$ cat src/rtl/frame_capture_writer.sv
// rtl/frame_capture_writer.sv - captures one windowed 1-bit frame from the VGA scan into external RAM
// Write address layout matches the ROM reader: {row offset, column offset}.

module frame_capture_writer #(
    parameter int ROW0       = 0,
    parameter int COL0       = 0,
    parameter int WIN_H_LOG2 = 7,
    parameter int WIN_W_LOG2 = 8,
    parameter int ADDR_W     = WIN_H_LOG2 + WIN_W_LOG2
) (
    input  logic              clock,
    input  logic              reset,
    input  logic              pix_stb,
    input  logic              video_on,
    input  logic [9:0]        pixel_row,
    input  logic [9:0]        pixel_column,
    input  logic              pix_in,
    input  logic              arm,
    output logic              wr_en,
    output logic [ADDR_W-1:0] wr_addr,
    output logic              wr_data,
    output logic              busy,
    output logic              done,
    output logic              tear
);

    typedef enum logic [1:0] {
        IDLE    = 2'd0,
        ARMED   = 2'd1,
        CAPTURE = 2'd2,
        DONE    = 2'd3
    } state_t;

    localparam logic [9:0]      ROW0_V = ROW0[9:0];
    localparam logic [9:0]      COL0_V = COL0[9:0];
    localparam logic [10:0]     WIN_H  = 11'(1 << WIN_H_LOG2);
    localparam logic [10:0]     WIN_W  = 11'(1 << WIN_W_LOG2);
    localparam logic [ADDR_W:0] LAST   = (ADDR_W+1)'((1 << ADDR_W) - 1);

    state_t              state_q, state_d;
    logic [ADDR_W:0]     count_q, count_d;
    logic                tear_q, tear_d;
    logic                wr_en_q, wr_en_d;
    logic [ADDR_W-1:0]   wr_addr_q, wr_addr_d;
    logic                wr_data_q, wr_data_d;
    logic                busy_q, busy_d;
    logic                done_q, done_d;

    logic [9:0]          row_off, col_off;
    logic                in_win, hit, sof, do_write;
    logic [ADDR_W-1:0]   pix_addr;

    assign row_off  = pixel_row - ROW0_V;
    assign col_off  = pixel_column - COL0_V;
    assign in_win   = (pixel_row >= ROW0_V) && ({1'b0, row_off} < WIN_H) &&
                      (pixel_column >= COL0_V) && ({1'b0, col_off} < WIN_W);
    assign hit      = pix_stb & video_on & in_win;
    assign sof      = pix_stb & video_on & (pixel_row == ROW0_V) & (pixel_column == COL0_V);
    assign pix_addr = {row_off[WIN_H_LOG2-1:0], col_off[WIN_W_LOG2-1:0]};

    always_comb begin
        state_d   = state_q;
        count_d   = count_q;
        tear_d    = tear_q;
        do_write  = 1'b0;
        wr_en_d   = 1'b0;
        wr_addr_d = wr_addr_q;
        wr_data_d = wr_data_q;

        case (state_q)
            IDLE: begin
                if (arm) begin
                    state_d = ARMED;
                    tear_d  = 1'b0;
                    count_d = '0;
                end
            end
            ARMED: begin
                if (sof) begin
                    state_d  = CAPTURE;
                    do_write = 1'b1;
                    count_d  = (ADDR_W+1)'(1);
                end
            end
            CAPTURE: begin
                if (hit) begin
                    do_write = 1'b1;
                    if (sof && count_q != '0) begin
                        // Frame restarted under us: flag it and start the window over.
                        tear_d  = 1'b1;
                        count_d = (ADDR_W+1)'(1);
                    end else begin
                        count_d = count_q + 1'b1;
                        // count_q already holds the writes so far; this hit is the last address.
                        if (count_q == LAST) begin
                            state_d = DONE;
                        end
                    end
                end
            end
            DONE: begin
                state_d = IDLE;
            end
            default: begin
                state_d = IDLE;
            end
        endcase

        if (do_write) begin
            wr_en_d   = 1'b1;
            wr_addr_d = pix_addr;
            wr_data_d = pix_in;
        end

        busy_d = (state_d == ARMED) || (state_d == CAPTURE);
        done_d = (state_d == DONE);
    end

    always_ff @(posedge clock or posedge reset) begin
        if (reset) begin
            state_q   <= IDLE;
            count_q   <= '0;
            tear_q    <= 1'b0;
            wr_en_q   <= 1'b0;
            wr_addr_q <= '0;
            wr_data_q <= 1'b0;
            busy_q    <= 1'b0;
            done_q    <= 1'b0;
        end else begin
            state_q   <= state_d;
            count_q   <= count_d;
            tear_q    <= tear_d;
            wr_en_q   <= wr_en_d;
            wr_addr_q <= wr_addr_d;
            wr_data_q <= wr_data_d;
            busy_q    <= busy_d;
            done_q    <= done_d;
        end
    end

    assign wr_en   = wr_en_q;
    assign wr_addr = wr_addr_q;
    assign wr_data = wr_data_q;
    assign busy    = busy_q;
    assign done    = done_q;
    assign tear    = tear_q;

endmodule

$ cat config.mk
export PLATFORM = sky130hd
export DESIGN_NAME = frame_capture_writer
export DESIGN_NICKNAME = d
export VERILOG_FILES = /design/src/rtl/frame_capture_writer.sv
export SDC_FILE = /design/constraint.sdc
export NUM_CORES = 1
export LEC_CHECK = 0
export BUFFER_PORTS_ARGS = -buffer_cell sky130_fd_sc_hd__buf_2
export CORE_AREA = 5 5 74 76
export DETAILED_ROUTE_END_ITERATION = 6
export DIE_AREA = 0 0 79 81
export MAX_ROUTING_LAYER = met4
export PLACE_DENSITY = 0.68
export RECOVER_POWER = 50
export SLEW_MARGIN = 25
export SYNTH_ARGS = -nofsm -noshare
export SYNTH_HDL_FRONTEND = slang
export SYNTH_SLANG_ARGS = --single-unit
$ cat constraint.sdc
create_clock -name clock -period 2.6 [get_ports clock]
set_input_delay 0.26 -clock clock [delete_from_list [all_inputs] [get_ports clock]]
set_output_delay 0.26 -clock clock [all_outputs]
set_load 0.05 [all_outputs]
==> results.md, run 1 <==
- Status: finished with violations
- Failing checks: max-capacitance violations, max-slew violations
- Commonest cells after routing, fill and taps aside: dfrtp_1, buf_2, a22oi_1
- Synth warn: 0
- Hold Crit Class: in2reg
- Final period util: 84.5%
- Initial antenna violation count: 0
- Final Instance Area: roughly 2500 µm²
- Worst-Skew Late Latency: a little under 0.3 ns
- RR Startpoint: count_q[0]
- CTS max path bufs: 2
- Flop and latch count out of synthesis: 38
- CP arrival: between 2 and 2.5 ns
- DP Area: 2330 µm²
- Setup Skew: about 0.0035 ns
- Area added between synthesis and finish: 20.7%
- Vias: 1681
- Seq/Total Area, Yosys: a little under half
- Max-cap check violation count: 1
- Drt wl/cell: approximately 15 µm
- Cell area after synthesis: 2030 µm²
- Peak supply drop: around 0.51 mV
- Grt ovf: 0
- Diodes inserted: 0
- Initial DRC count: 50
- Detailed placer's ending HPWL: 3320 µm
- Max Used Layer: met4
- Post-route setup slack: 0.402 ns
- Final setup viols: 0
- Hold WS: just under 0.2 ns
- DR WL met3: between 100 and 150 µm
- Cts bufs inserted: 5
- Core Area: between 4000 and 5000 µm²
- Post-DRT Antenna Nets: 0
- Synth top area share: 46.7%
- Leak: ~1.2 nW
- Final Max Slew Viols: 39
- Post-DR vias/cell: 5.68
- I/O pin count: 46
- Crit path time final: between 2 and 2.5 ns
- GPL Wtd Cong: 0.749
- Netlist cell types: 39
- CP Capture Point: busy
- Commonest non-fill, non-tap cell in the layout: dfrtp_1
- Drt pass-1 iters: 4
- Flop2flop setup slack: roughly 0.4 ns
- Postcts setup bufs: 0
- R2R Path End: busy
- Final hold viol count: 0
- Worst slack, placed: between 0.3 and 0.4 ns
- Share of post-route cells with drive strength above 1: around 26%
- Worst Path Required: approximately 2.8 ns
- Synthesized Nets: approximately 230
- Row count: 25
- Routed met2 length: ~2400 µm
- CP endpoint kind: register
- CP Launch Point: count_q[0]
- Buffers on Ports: 45
- Initial Util: between 40 and 50%
- Setup crit start kind: register
- Die Width: approximately 79 µm
- Setup TNS: 0 ns
- Sink Count: 38
- Largest net degree at the start of global routing: 39
- Fmax achieved: 0.455 GHz
- Setup Crit Path Kind: reg2reg
- CTS Hold Buffers Added: 0
- Total GRT Usage: 15.4%
- DRC errors left: 0
- Avg Cell Area, Syn: between 10 and 15 µm²
- Post-synthesis instance total: 193
- Pwr Density: 687 nW/µm²
- H-tree depth: 2
- Critical-path maximum fanout: 9
- Fillers: between 400 and 500
- Met1 WL: about 1900 µm
- Die footprint: 6400 µm²
- Slew HR: -32.3%
- Power Total: 1.69 mW
- Die Y: a little over 80 µm
- First-pass GRT wire length: ~7500 µm
- Final wirelength: between 4000 and 5000 µm
- Synth top area cells: dfrtp_1, mux2_2, ha_1
- Worst Reg-to-Reg Cells: 6
- Area leader, netlist: dfrtp_1
- Clock-pin slew of the registers on the worst-case setup and hold paths: approximately 0.080 ns
- Vias in the first global route: 1654
- Root Driver: clkbuf_8
- Post_cts resized: 0
- CTS tree: done
- Slew @ Worst Pin: just under 2 ns
- Unrepaired setup endpoints after global routing: false
- Final nets: between 200 and 300
[worst min path at each step]
stage / from / cells past startpoint / endpoint
after floorplan: pixel_column[0] / 1 / wr_addr[0]
after global placement: reset / 3 / wr_en
after detailed placement: reset / 3 / wr_en
after CTS: reset / 3 / wr_addr[7]
after global routing: pixel_column[5] / 2 / wr_addr[5]
final: pixel_column[4] / 2 / wr_addr[4]
[registers in the layout (all words and copies together), names as in the netlist]
| register | count |
|---|---|
| state_q | 2 |
| tear | 1 |
| done | 1 |
| wr_en | 1 |
| wr_data | 1 |
| busy | 1 |
| count_q | 16 |
| wr_addr | 15 |
[per-stage QoR]
step                utilization [%]  std cells
detailed placement             50.1        288
global route                   52.7        296
finish                         52.7        296
global placement               50.1        288
floorplan                         -        193
CTS                            53.0        296
[cells in the mapped netlist]
cell type  number
nand3_1         8
o21ai_0        10
or4_4           1
buf_2           2
or3_1           7
o22a_1          1
a22oi_1        13
nor2b_1         1
nand3b_1        2
nor4_1          7
a22oi_2         1
or4_1           6
o31ai_1         6
nor4_4          1
inv_1           9
nor2_1          5
nand2_1         9
o21a_1          1
a21oi_1         7
clkbuf_1        6
a21o_1          1
nor4b_1         1
a32o_1          1
and2_1          2
ha_1            8
or4b_1          1
mux2_2         10
or2_2           2
nand4_1         5
a21boi_0        1
dfrtp_1        38
and4_1          3
o21ai_1         1
nor3_1          6
a311o_1         1
buf_6           1
and3b_1         1
mux2_1          6
mux2i_1         1
[per-layer routing]
layer / GRT usage [%] / up-vias
li1: - / 830
met1: 17.8 / 821
met2: 26.3 / 25
met3: 2.99 / 5
met4: 6.36 / 0
met5: - / -
[critical path, cell delays in order (launching register included)]
cell	delay, ns
dfrtp_1	0.46
ha_1	0.20
nand3_1	0.24
or3_1	0.50
nand3b_1	0.20
a21oi_1	0.23
ha_1	0.26
[logic make-up after synthesis]
group                    Yosys count  share of synthesized area [%]
adder cells (fa/ha/maj)            8                           4.92
multiplexers                      17                           9.35
AO/OA/AOI/OAI                     44                           14.6
flip-flops                        38                           46.7
buffers and inverters             18                           3.81
AND/OR/NAND/NOR                   68                           20.6
[cell type report]
class                   count  area (µm²)  area share (%)
clock buffers               5        68.8            2.80
clock inverters             3        68.8            2.80
inverters                   9        33.8            1.38
multi-input cells         137        1010            41.0
flip-flops and latches     38         951            38.7
well taps                  54        67.6            2.75
repair buffers             50         259            10.6
[power breakdown]
| group | internal (mW) | total (mW) | leakage (nW) | switching, mW |
|---|---|---|---|---|
| Combinational | 0.156 | 0.437 | 0.582 | 0.281 |
| Sequential | 0.619 | 0.648 | 0.526 | 0.0293 |
| Clock | 0.384 | 0.601 | 0.0683 | 0.217 |
| Total | 1.16 | 1.69 | 1.18 | 0.527 |
Power figures use the tool's default switching activity.
==> run 2, diff against run 1 <==
PLACE_DENSITY = 0.71   (was 0.68)
clock period = 1.8 ns   (was 2.6 ns; I/O delays follow)
==> run 2 against run 1 <==
  * The flow finishes with violations (negative setup slack)
  * Global-route usage is 5.0 points higher
  * Routed wire length is 35% higher
  * Flip-flop and latch count stayed put
  * Sequential share of layout area is 7.6 points lower
  * Via count is 17% higher
  * Sequential power is 45% higher
  * Clock skew is 0.0062 ns higher
  * Highest routed layer unchanged
  * Core utilization is 13 points higher
  * Fmax is 8.5% higher
  * Combinational power grew to 2.9 times the previous value
  * Cell area is 25% higher
==> results.md, run 2 (synthesis results as in run 1) <==
- Commonest non-fill, non-tap cell in the layout: buf_2
- CP endpoint kind: register
- Setup TNS: -3.31 ns
- CTS tree: done
- DP Area: between 2000 and 3000 µm²
- Power Total: between 2 and 3 mW
- Grt ovf: 0
- RR Startpoint: state_q[1]
- Worst slack, placed: -0.301 ns
- Min-delay src: pix_in
- Detailed placer's ending HPWL: roughly 3800 µm
- Final Max Slew Viols: 0
- Cell-internal power: between 1.5 and 2 mW
- Critical-path maximum fanout: 5
- Crit path time final: roughly 2 ns
- Largest net degree at the start of global routing: 39
- Area added between synthesis and finish: 50.4%
- Cts bufs inserted: 5
- Vias: 1964
- Clock group share of total power: 22.1%
- Post-route setup slack: -0.225 ns
- R2R Path End: count_q[5]
- Vias in the first global route: 2060
- Peak supply drop: about 0.63 mV
- Buffers on Ports: 45
- Setup crit start kind: register
- Hold Crit Class: in2reg
- Die Y: roughly 81 µm
- Leak: around 1.5 nW
- CP arrival: ~2.2 ns
- Comb pwr share: about 45%
- Slew @ Worst Pin: 0.978 ns
- Initial antenna violation count: 0
- Commonest cells after routing, fill and taps aside: buf_2, dfrtp_1, buf_4
- Setup Skew: approximately 0.0097 ns
- Slew HR: a little over a third
- Initial DRC count: 180
- Worst-Skew Late Latency: slightly below 0.3 ns
- Largest Register: count_q
- Pwr Density: roughly 920 nW/µm²
- Die footprint: around 6400 µm²
- Final hold viol count: 0
- DRC errors left: 0
- Psw: 0.987 mW
- CTS max path bufs: 2
- Drt pass-1 iters: 4
- Hold EP: wr_data
- Post-DR vias/cell: slightly below 6
- Sink Count: 38
- I/O pin count: between 40 and 50
- Clock-pin slew of the registers on the worst-case setup and hold paths: about 0.080 ns
- Drt wl/cell: 17.7 µm
- Final period util: 112%
- Row count: 25
- Status: finished with violations
- Flop2flop setup slack: -0.22 ns
- Core Area: about 4700 µm²
- Post-DRT Antenna Nets: 0
- Total GRT Usage: approximately 20%
- Net Sw Frac: about a third
- Root Driver: clkbuf_8
- Hold Path Depth: 2
- H-tree depth: 2
- Setup Crit Path Kind: reg2reg
- Failing checks: negative setup slack
- Max-cap check violation count: 0
- Initial Util: 43.7%
- Largest register FFs: 16
- Worst Reg-to-Reg Cells: 8
- Final nets: approximately 320
- Die Width: roughly 80 µm
- Sequential fraction of design power: approximately a third
- Share of post-route cells with drive strength above 1: a little over half
- Fmax achieved: approximately 0.49 GHz
- Worst Path Required: 2.00 ns
- Final wirelength: around 6000 µm
- First-pass GRT wire length: about 10000 µm
- CTS Hold Buffers Added: 0
- GPL Wtd Cong: roughly 0.83
- Final Instance Area: between 3000 and 4000 µm²
- Diodes inserted: 0
- Unrepaired setup endpoints after global routing: true
- Final setup viols: 31
[run 2: cell count changes in the layout (fill, tap and decap cells not counted), sizes merged]
cell      change
buf          +54
bufinv        -2
clkbuf        -9
clkinvlp      +1
[run 2: layout make-up]
class                           count  area (µm²)
Fill cell                         332        1600
Inverter                            9        33.8
Multi-Input combinational cell    137        1210
Timing Repair Buffer               94         706
Sequential cell                    38         952
Tap cell                           54        67.6
Clock inverter                      2        12.5
Clock buffer                        6        82.6
[run 2: worst max path at each step]
| stage | from | end | slack, ns | cells after the start |
|---|---|---|---|---|
| after floorplan | state_q[1] | count_q[5] | -0.14 | 8 |
| after global placement | pixel_row[9] | count_q[9] | -0.25 | 7 |
| after detailed placement | pixel_row[9] | count_q[9] | -0.30 | 7 |
| after CTS | state_q[1] | count_q[5] | -0.23 | 6 |
| after global routing | state_q[0] | count_q[6] | -0.31 | 8 |
| final | state_q[1] | count_q[5] | -0.22 | 8 |
[run 2: metrics by stage]
step / hold WS, ns / std cells / util, %
after floorplan: 0.312 / 193 / -
after global placement: 0.324 / 314 / 55.6
after detailed placement: 0.323 / 314 / 55.6
after CTS: 0.00912 / 338 / 64.8
after global routing: 0.116 / 340 / 65.7
final: 0.122 / 340 / 65.7
[run 2: power groups by stage]
stage                     clock [mW]  sequential, mW  combinational (mW)
after floorplan                    0           0.988               0.441
after global placement             0           0.944               0.844
after detailed placement           0           0.950               0.870
after CTS                      0.636           0.937                1.16
after global routing           0.676           0.944                1.35
final                          0.624           0.938                1.26
[run 2: worst max-delay path: stages, from the launching register on]
cell and delay (ns):
dfrtp_1 0.42, inv_2 0.07, buf_4 0.15, ha_4 0.16, nor3_2 0.18, a22oi_2 0.15
buf_4 0.18, or4b_1 0.49, a22oi_1 0.14
[run 2: per-layer routing]
layer  global-route usage [%]  wire length [µm]
met5                        -                 0
met4                     8.08               127
met3                     3.10               318
met2                     34.1              3230
met1                     25.0              2340
[run 2: timing repair]
action	CTS	global route
pin swaps	18	16
resized for setup	45	12
buffers inserted	14	4
setup endpoints to repair	34	36
hold endpoints to repair	0	0
gates cloned	3	0
==> run 3, diff against run 2 <==
BUFFER_PORTS_ARGS = default   (was -buffer_cell sky130_fd_sc_hd__buf_2)
DONT_BUFFER_PORTS = 1   (was default)
PLACE_DENSITY = 0.62   (was 0.71)
RECOVER_POWER = 100   (was 50)
==> run 3 against run 2 <==
  * The flow still finishes with violations (negative setup slack)
  * Die area did not move
  * Core utilization fell by 7.3 points
  * Combinational power fell by 13%
  * Critical path depth rose by 1
  * Largest power group unchanged
  * Critical path type unchanged
  * Routed wire length fell by 10%
==> results.md, run 3 (synthesis results as in run 1) <==
- Hold EP: wr_addr[14]
- Net Sw Frac: 33.8%
- Post-route setup slack: -0.208 ns
- Failing checks: negative setup slack
- Clock-pin slew of the registers on the worst-case setup and hold paths: 0.08 ns
- Psw: ~0.91 mW
- Fillers: about 400
- Slew @ Worst Pin: around 0.66 ns
- First-pass GRT wire length: approximately 8900 µm
- I/O pin count: 46
- Min-delay src: pixel_row[6]
- Max-cap check violation count: 0
- Slew HR: 56.1%
- CP endpoint kind: register
- Leak: 1.25 nW
- Unrepaired setup endpoints after global routing: true
- Worst slack, placed: -0.299 ns
- RR Startpoint: state_q[0]
- Final nets: between 200 and 300
- Critical-path maximum fanout: 7
- Commonest non-fill, non-tap cell in the layout: dfrtp_1
- Hold WS: around 0.020 ns
- Comb pwr share: between 40% and 50%
- Root Driver: clkbuf_8
- Die footprint: about 6400 µm²
- Post-DR vias/cell: ~6.1
- CP Launch Point: state_q[0]
- Crit path time final: roughly 2.0 ns
- Setup crit start kind: register
- Cts bufs inserted: 5
- Sink Count: 38
- Fmax achieved: 0.498 GHz
- DRC errors left: 0
- CTS max path bufs: 2
- CP arrival: roughly 2.2 ns
- Vias in the first global route: approximately 1800
- Pwr Density: 988 nW/µm²
- Worst-Skew Late Latency: about 0.29 ns
- Grt ovf: 0
- Peak supply drop: a little under 0.6 mV
- Flop2flop setup slack: -0.21 ns
- Core Area: between 4000 and 5000 µm²
- Die Y: 81 µm
- Sequential fraction of design power: 36.4%
- Total GRT Usage: approximately 18%
- Status: finished with violations
- H-tree depth: 2
- Worst Reg-to-Reg Cells: 9
- Share of post-route cells with drive strength above 1: between 30% and 40%
- Commonest cells after routing, fill and taps aside: dfrtp_1, buf_4, a22oi_1
- GPL Wtd Cong: 0.894
- Area added between synthesis and finish: 33.8%
- Largest net degree at the start of global routing: 22
- Vias: between 1500 and 2000
- Cell-internal power: approximately 1.8 mW
- Buffers on Ports: 0
- Setup Crit Path Kind: reg2reg
- Post-DRT Antenna Nets: 0
- Final period util: 112%
- Diodes inserted: 0
- Detailed placer's ending HPWL: approximately 3700 µm
- Multi-input gate area: about 1200 µm²
- Initial antenna violation count: 0
- Die Width: between 70 and 80 µm
- Initial DRC count: between 60 and 70
- Drt wl/cell: 19.1 µm
- FF+latch area: 951 µm²
- Drt pass-1 iters: 4
- Setup Skew: 0.00688 ns
- Clock group share of total power: between 20% and 30%
- Largest Register: count_q
- Final setup viols: 33
- Final wirelength: 5400 µm
- Largest register FFs: 16
- Final hold viol count: 0
- CTS tree: done
- Final Max Slew Viols: 0
- Hold Path Depth: 1
- Initial Util: 43.7%
- Worst Path Required: around 2.0 ns
- Hold Crit Class: in2reg
- R2R Path End: count_q[10]
- Row count: 25
[run 3: area by class of cell]
type / count / area share [%]
clock buffers: 6 / 3.03
clock inverters: 2 / 0.460
inverters: 9 / 1.24
multi-input cells: 137 / 42.9
flip-flops and latches: 38 / 34.9
well taps: 54 / 2.48
repair buffers: 37 / 15.0
[run 3: timing repair]
item	in CTS	in global routing
cloned	3	0
hold endpoints to repair	17	0
hold buffers	1	0
buffers inserted	5	2
setup endpoints to repair	34	34
pin swaps	21	8
gates resized for setup	24	14
[run 3: through the flow]
| stage | power (mW) | cells | util (%) | setup TNS (ns) | area [µm²] |
|---|---|---|---|---|---|
| final | 2.69 | 283 | 58.4 | -4.24 | 2720 |
| after global routing | 2.85 | 283 | 58.4 | -7.02 | 2720 |
| after CTS | 2.64 | 281 | 57.3 | -4.59 | 2670 |
| after detailed placement | 1.74 | 264 | 49.9 | -4.41 | 2330 |
| after global placement | 1.70 | 264 | 49.9 | -2.51 | 2330 |
| after floorplan | 1.43 | 193 | - | -1.48 | 2080 |
[run 3: layer usage]
layer | wire length, µm | vias up | share of wire [%] | GRT usage (%)
met1 | 2190 | 864 | 41 | 21.7
li1 | - | 811 | - | -
met3 | 227 | 5 | 4.2 | 4.99
met5 | 0 | - | 0 | -
met2 | 2940 | 36 | 54 | 30.6
met4 | 48 | 0 | 0.89 | 4.30
[run 3: power groups by stage]
stage	clock [mW]	combinational, mW	sequential, mW
floorplan	0	0.441	0.988
global placement	0	0.706	0.990
detailed placement	0	0.742	0.995
CTS	0.642	1.02	0.981
global route	0.685	1.18	0.985
finish	0.620	1.09	0.979
[run 3: worst max-delay path, cell delays in order (launching register included)]
cell and delay, ns:
dfrtp_1 0.43, inv_2 0.08, ha_4 0.16, nor2b_4 0.13, nor4_4 0.13, a22oi_2 0.15
buf_12 0.16, buf_8 0.12, or4_4 0.41, a22oi_2 0.14
[run 3: worst max path at each step]
stage,end,slack (ns),depth (start not counted)
3_5_place_dp,count_q[8],-0.30,9
6_report,count_q[10],-0.21,9
4_1_cts,count_q[10],-0.22,9
5_1_grt,count_q[10],-0.30,9
3_3_place_gp,count_q[8],-0.22,9
2_1_floorplan,count_q[5],-0.14,8
